File: src/rtl/shared_link_arbiter.sv
// -----------------------------------------------------------------------------
// shared_link_arbiter
//
// Round-robin arbiter that shares one registered W-bit link among N
// requesters. A requester raises req, receives a one-hot grant, and streams
// data_in onto the link (one word per cycle) for as long as it keeps req high.
// Dropping req releases the link; at least one IDLE cycle separates grants.
// The round-robin pointer moves to the index after the releasing owner.
//
// Optional feature (compile-time macro SHARED_LINK_TIMEOUT_EN):
//   A hold counter limits each grant to MAX_HOLD transfer cycles, after which
//   the link is released exactly as if req had dropped. Without the macro no
//   counter is built and MAX_HOLD has no effect.
//
// Parameters:
//   N        number of requesters (2..8)
//   W        data width of each requester and of the link
//   MAX_HOLD maximum consecutive transfers per grant (timeout build only)
//
// Ports:
//   clk        in   system clock, rising edge
//   rst_n      in   asynchronous active-low reset
//   req        in   N    level-sensitive request per requester
//   data_in    in   N*W  requester i drives bits [i*W +: W]
//   grant      out  N    registered one-hot grant
//   link_data  out  W    registered link data
//   link_valid out  1    link_data holds a transfer this cycle
//   busy       out  1    a grant is active
// -----------------------------------------------------------------------------
module shared_link_arbiter #(
    parameter int N        = 4,
    parameter int W        = 8,
    parameter int MAX_HOLD = 16
) (
    input  logic           clk,
    input  logic           rst_n,
    input  logic [N-1:0]   req,
    input  logic [N*W-1:0] data_in,
    output logic [N-1:0]   grant,
    output logic [W-1:0]   link_data,
    output logic           link_valid,
    output logic           busy
);

    localparam int PTR_W = $clog2(N);

    typedef enum logic {
        IDLE  = 1'b0,
        GRANT = 1'b1
    } state_t;

    state_t         state_q, state_d;
    logic [N-1:0]   grant_q, grant_d;
    logic [PTR_W-1:0] ptr_q, ptr_d;
    logic [W-1:0]   link_data_q, link_data_d;
    logic           link_valid_q, link_valid_d;

`ifdef SHARED_LINK_TIMEOUT_EN
    localparam int HOLD_W = $clog2(MAX_HOLD + 1);
    logic [HOLD_W-1:0] hold_q, hold_d;
`endif

    logic [W-1:0]   sel_data;
    logic           owner_req;
    logic           release_c;

    // First requesting index found when scanning upward from p, wrapping.
    function automatic logic [N-1:0] rr_pick(input logic [N-1:0]     r,
                                             input logic [PTR_W-1:0] p);
        logic [N-1:0] pick;
        logic         found;
        pick  = '0;
        found = 1'b0;
        for (int k = 0; k < N; k++) begin
            for (int j = 0; j < N; j++) begin
                if (!found && r[j] && (j == (int'(p) + k) % N)) begin
                    pick[j] = 1'b1;
                    found   = 1'b1;
                end
            end
        end
        return pick;
    endfunction

    // Pointer value that follows the current one-hot owner.
    function automatic logic [PTR_W-1:0] next_ptr(input logic [N-1:0] g);
        logic [PTR_W-1:0] np;
        np = '0;
        for (int j = 0; j < N; j++) begin
            if (g[j]) begin
                np = PTR_W'((j + 1) % N);
            end
        end
        return np;
    endfunction

    // One-hot grant makes an AND-OR mux sufficient.
    always_comb begin
        sel_data = '0;
        for (int j = 0; j < N; j++) begin
            if (grant_q[j]) begin
                sel_data = sel_data | data_in[j*W +: W];
            end
        end
    end

    assign owner_req = |(req & grant_q);

`ifdef SHARED_LINK_TIMEOUT_EN
    assign release_c = !owner_req || (hold_q == HOLD_W'(MAX_HOLD));
`else
    assign release_c = !owner_req;
`endif

    always_comb begin
        state_d      = state_q;
        grant_d      = grant_q;
        ptr_d        = ptr_q;
        link_data_d  = link_data_q;
        link_valid_d = 1'b0;
`ifdef SHARED_LINK_TIMEOUT_EN
        hold_d       = hold_q;
`endif
        case (state_q)
            IDLE: begin
                if (|req) begin
                    grant_d = rr_pick(req, ptr_q);
                    state_d = GRANT;
`ifdef SHARED_LINK_TIMEOUT_EN
                    hold_d  = '0;
`endif
                end
            end
            GRANT: begin
                if (release_c) begin
                    grant_d = '0;
                    ptr_d   = next_ptr(grant_q);
                    state_d = IDLE;
`ifdef SHARED_LINK_TIMEOUT_EN
                    hold_d  = '0;
`endif
                end else begin
                    link_data_d  = sel_data;
                    link_valid_d = 1'b1;
`ifdef SHARED_LINK_TIMEOUT_EN
                    hold_d       = hold_q + HOLD_W'(1);
`endif
                end
            end
            default: begin
                state_d = IDLE;
                grant_d = '0;
            end
        endcase
    end

    always_ff @(posedge clk or negedge rst_n) begin
        if (!rst_n) begin
            state_q      <= IDLE;
            grant_q      <= '0;
            ptr_q        <= '0;
            link_data_q  <= '0;
            link_valid_q <= 1'b0;
`ifdef SHARED_LINK_TIMEOUT_EN
            hold_q       <= '0;
`endif
        end else begin
            state_q      <= state_d;
            grant_q      <= grant_d;
            ptr_q        <= ptr_d;
            link_data_q  <= link_data_d;
            link_valid_q <= link_valid_d;
`ifdef SHARED_LINK_TIMEOUT_EN
            hold_q       <= hold_d;
`endif
        end
    end

    assign grant      = grant_q;
    assign link_data  = link_data_q;
    assign link_valid = link_valid_q;
    assign busy       = (state_q == GRANT);

endmodule

File: config.mk
export PLATFORM = sky130hd
export DESIGN_NAME = shared_link_arbiter
export DESIGN_NICKNAME = d
export VERILOG_FILES = /design/src/rtl/shared_link_arbiter.sv
export SDC_FILE = /design/constraint.sdc
export NUM_CORES = 1
export LEC_CHECK = 0
export CAP_MARGIN = 5
export CORE_UTILIZATION = 36
export CTS_CLUSTER_SIZE = 20
export DETAILED_ROUTE_END_ITERATION = 10
export PLACE_DENSITY = 0.81
export SLEW_MARGIN = 30
export SYNTH_ARGS = -nofsm -noshare
export SYNTH_HDL_FRONTEND = slang
export SYNTH_SLANG_ARGS = --single-unit
File: constraint.sdc
create_clock -name clk -period 1.7 [get_ports clk]
set_input_delay 0.255 -clock clk [delete_from_list [all_inputs] [get_ports clk]]
set_output_delay 0.255 -clock clk [all_outputs]
set_load 0.01 [all_outputs]
==> impl_metrics.tcl <==
set metrics [dict create \
    required_ns 1.44 \
    grt_start_max_net_pins 18 \
    setup_violations 0 \
    seqCellArea_um2 400 \
    postSynthAreaPerCell_um2 9.37 \
    firstDrtPassIters 4 \
    fill_cells 183 \
    die_w_um 50.9 \
    insertedDiodeCount 0 \
    post-route-util_pct 66.8 \
    ant_nets 0 \
    grt-busiest-layer "met2" \
    synth_cell_type_count 21 \
    hold_viol 0 \
    synthAdderAreaFrac_pct 0 \
    place_hpwl_mm 2.06 \
    yosys_register_bits 16 \
    htreeDepth 1 \
    r2r_start "grant[2]" \
    grt_pass1_wl_mm 4.44 \
    synth_edf_count 0 \
    gr-usage-met1_pct 26.2 \
    gp_congestion 0.821 \
    worst_clock_skew_ns 0.00567 \
    rr_worst_depth 4 \
    period_share_pct 95.9 \
    placed_cell_area_um2 1460 \
    path_cells "clkdlybuf4s50_1" \
    first_iter_violations 23 \
    p_leak_nw 0.630 \
    postCtsHoldBufs 0 \
    synth_compound_area_share_pct 37.9 \
    max-cap-violations 0 \
    drive_gt1_share_pct 10.6 \
    multi_input_area_um2 415 \
    synthFlopType "dfrtp_1" \
    antenna_found_initial 0 \
    synth_top_area_share_pct 46.4 \
    critical_path.top_delay_family "buffers and inverters" \
    path_clk_slew_ns 0.10 \
    synth_top_family_by_area "compound AO/OA/AOI/OAI gates" \
    final_cell_area_um2 1490 \
    vias 1001 \
    tightest_slew_ns 0.341 \
    critPathBufInv 1 \
    grtUsageTotal_pct 22.9 \
    crit_path_max_fanout 6 \
    nets 190 \
    startpoint_type "register" \
    dieArea_um2 2590 \
    first_global_vias 1020 \
    slew_headroom_pct 77.0 \
    grt_use_met3_pct 1.79 \
    grt_util_met2_pct 43.4 \
    initial_core_util_pct 38.6 \
    port_buffers 51 \
    cts.sinks 16 \
    rsz0062_at_grt "no" \
    worstSetupEndpointType "primary output" \
    reg2reg_to "link_data[1]" \
    worstSkewPairLatency_ns 0.28 \
    irDropWorstVdd_mv 0.786 \
    async_reset_ff_share_pct 100 \
    grt_overflow_total 0 \
    clock_path_buffers 2 \
    post_cts_buffers 0 \
    hp-class "input pin to async pin" \
    fp.dieH_um 50.9 \
    ios 52 \
    cts_tree "built" \
    clockRootBuffer "clkbuf_4" \
    wirelength_mm 2.72 \
    drcViolationCount 0 \
    period_needed_ns 1.63 \
    cpPeakStageDelay_ns 0.59 \
    synthXorXnorAreaFrac_pct 0 \
    ys_seq_area_share_pct 46.4 \
    synth.area.mux_share_pct 0 \
    yosys-top-cells-count "16 x dfrtp_1, 15 x o21ai_0, 12 x nand2_1" \
    syn_nets 130 \
    syn_inst 92 \
    ys_warn_count 0 \
    routedWlPerCell_um 15.2 \
    yosysTopAreaCell "dfrtp_1" \
    cts_resized 0 \
    max_freq_mhz 613 \
    crit_arrival_ns 1.38 \
    rows 17 \
    synth_most_common_cell "dfrtp_1" \
    cts_buffers 3 \
    status "finished, final reports clean" \
    critPathKind "register to primary output" \
    drv_slew 0 \
    ff2ff_setup_slack_ns 0.22 \
    synthSimpleGateAreaFrac_pct 10.3 \
    ys_top_cells_by_area "dfrtp_1 46%, a22o_1 10%, o21ai_0 8.7%" \
    core_area_um2 2230 \
    areaGrowthSynthToFinish_pct 73.0 \
    vias_per_cell 5.59 \
    p_per_area_nw_per_um2 1250 \
    cp_slowest_cell "clkdlybuf4s50_1" \
    netlist_area_um2 862 \
]
## report_power, final
part / switching [mW] / leakage [nW] / internal (mW) / total, mW
sequential: 0.108 / 0.210 / 0.509 / 0.618
clock: 0.122 / 0.0210 / 0.130 / 0.252
combinational: 0.458 / 0.399 / 0.543 / 1.00
total: 0.688 / 0.630 / 1.18 / 1.87
## per-stage QoR
stage	power (mW)	hold slack (ns)	setup TNS [ns]	std cells	setup slack [ns]
after floorplan	1.13	-0.0406	0	92	0.404
after global placement	1.59	0.460	0	175	0.0652
after detailed placement	1.62	0.470	-0.0532	175	-0.0374
after CTS	1.87	0.291	0	179	0.0713
after global routing	2.01	0.309	0	179	0.0383
final	1.87	0.279	0	179	0.0692
## flip-flops by register name (all words and copies together), names as in the netlist
name	flops
link_data	8
busy	1
ptr_q	2
grant	4
link_valid	1
## placed cells by master (no fill, tap or decap), drive strengths merged
cell type,netlist,final
nand2,12,12
nand2b,2,2
o211a,1,1
nor4,1,1
o31ai,1,1
buf,2,10
o21ai,16,16
nor2,2,2
dfrtp,16,16
a32o,2,2
and2,1,1
o2111ai,1,1
a221oi,8,8
a21oi,5,5
clkdlybuf4s50,0,51
inv,5,5
or3,1,1
o22ai,2,2
a22o,10,10
clkbuf,4,4
## final cells by class
type,count,area share (%)
Clock buffer,4,2.43
Sequential cell,16,26.8
Multi-Input combinational cell,65,27.9
Tap cell,28,2.35
Inverter,5,1.26
Timing Repair Buffer,61,39.3
## worst reg2reg max path, stage by stage (launching register included)
cell	delay [ns]
dfrtp_1	0.48
a22o_1	0.25
o21ai_1	0.23
buf_4	0.25
o21ai_0	0.13
## metal layers
metal	vias to the layer above	part of all wire, %
met5	-	0
met4	0	1.4
met3	4	5.5
met2	49	53
met1	477	40
li1	471	-
## cells by family after synthesis
family                 count (synthesis)
AND/OR/NAND/NOR                       19
flip-flops                            16
AO/OA/AOI/OAI                         46
buffers and inverters                 11
## worst max-delay path by stage
stage | cells after the start | slack [ns] | from | to
floorplan | 5 | 0.40 | grant[2] | grant[2]
global placement | 6 | 0.07 | req[0] | grant[3]
detailed placement | 6 | -0.04 | req[0] | grant[3]
CTS | 1 | 0.07 | grant[2] | grant[2]
global route | 1 | 0.04 | grant[2] | grant[2]
finish | 1 | 0.07 | grant[2] | grant[2]
No activity file was read; power rests on OpenSTA's default activity.
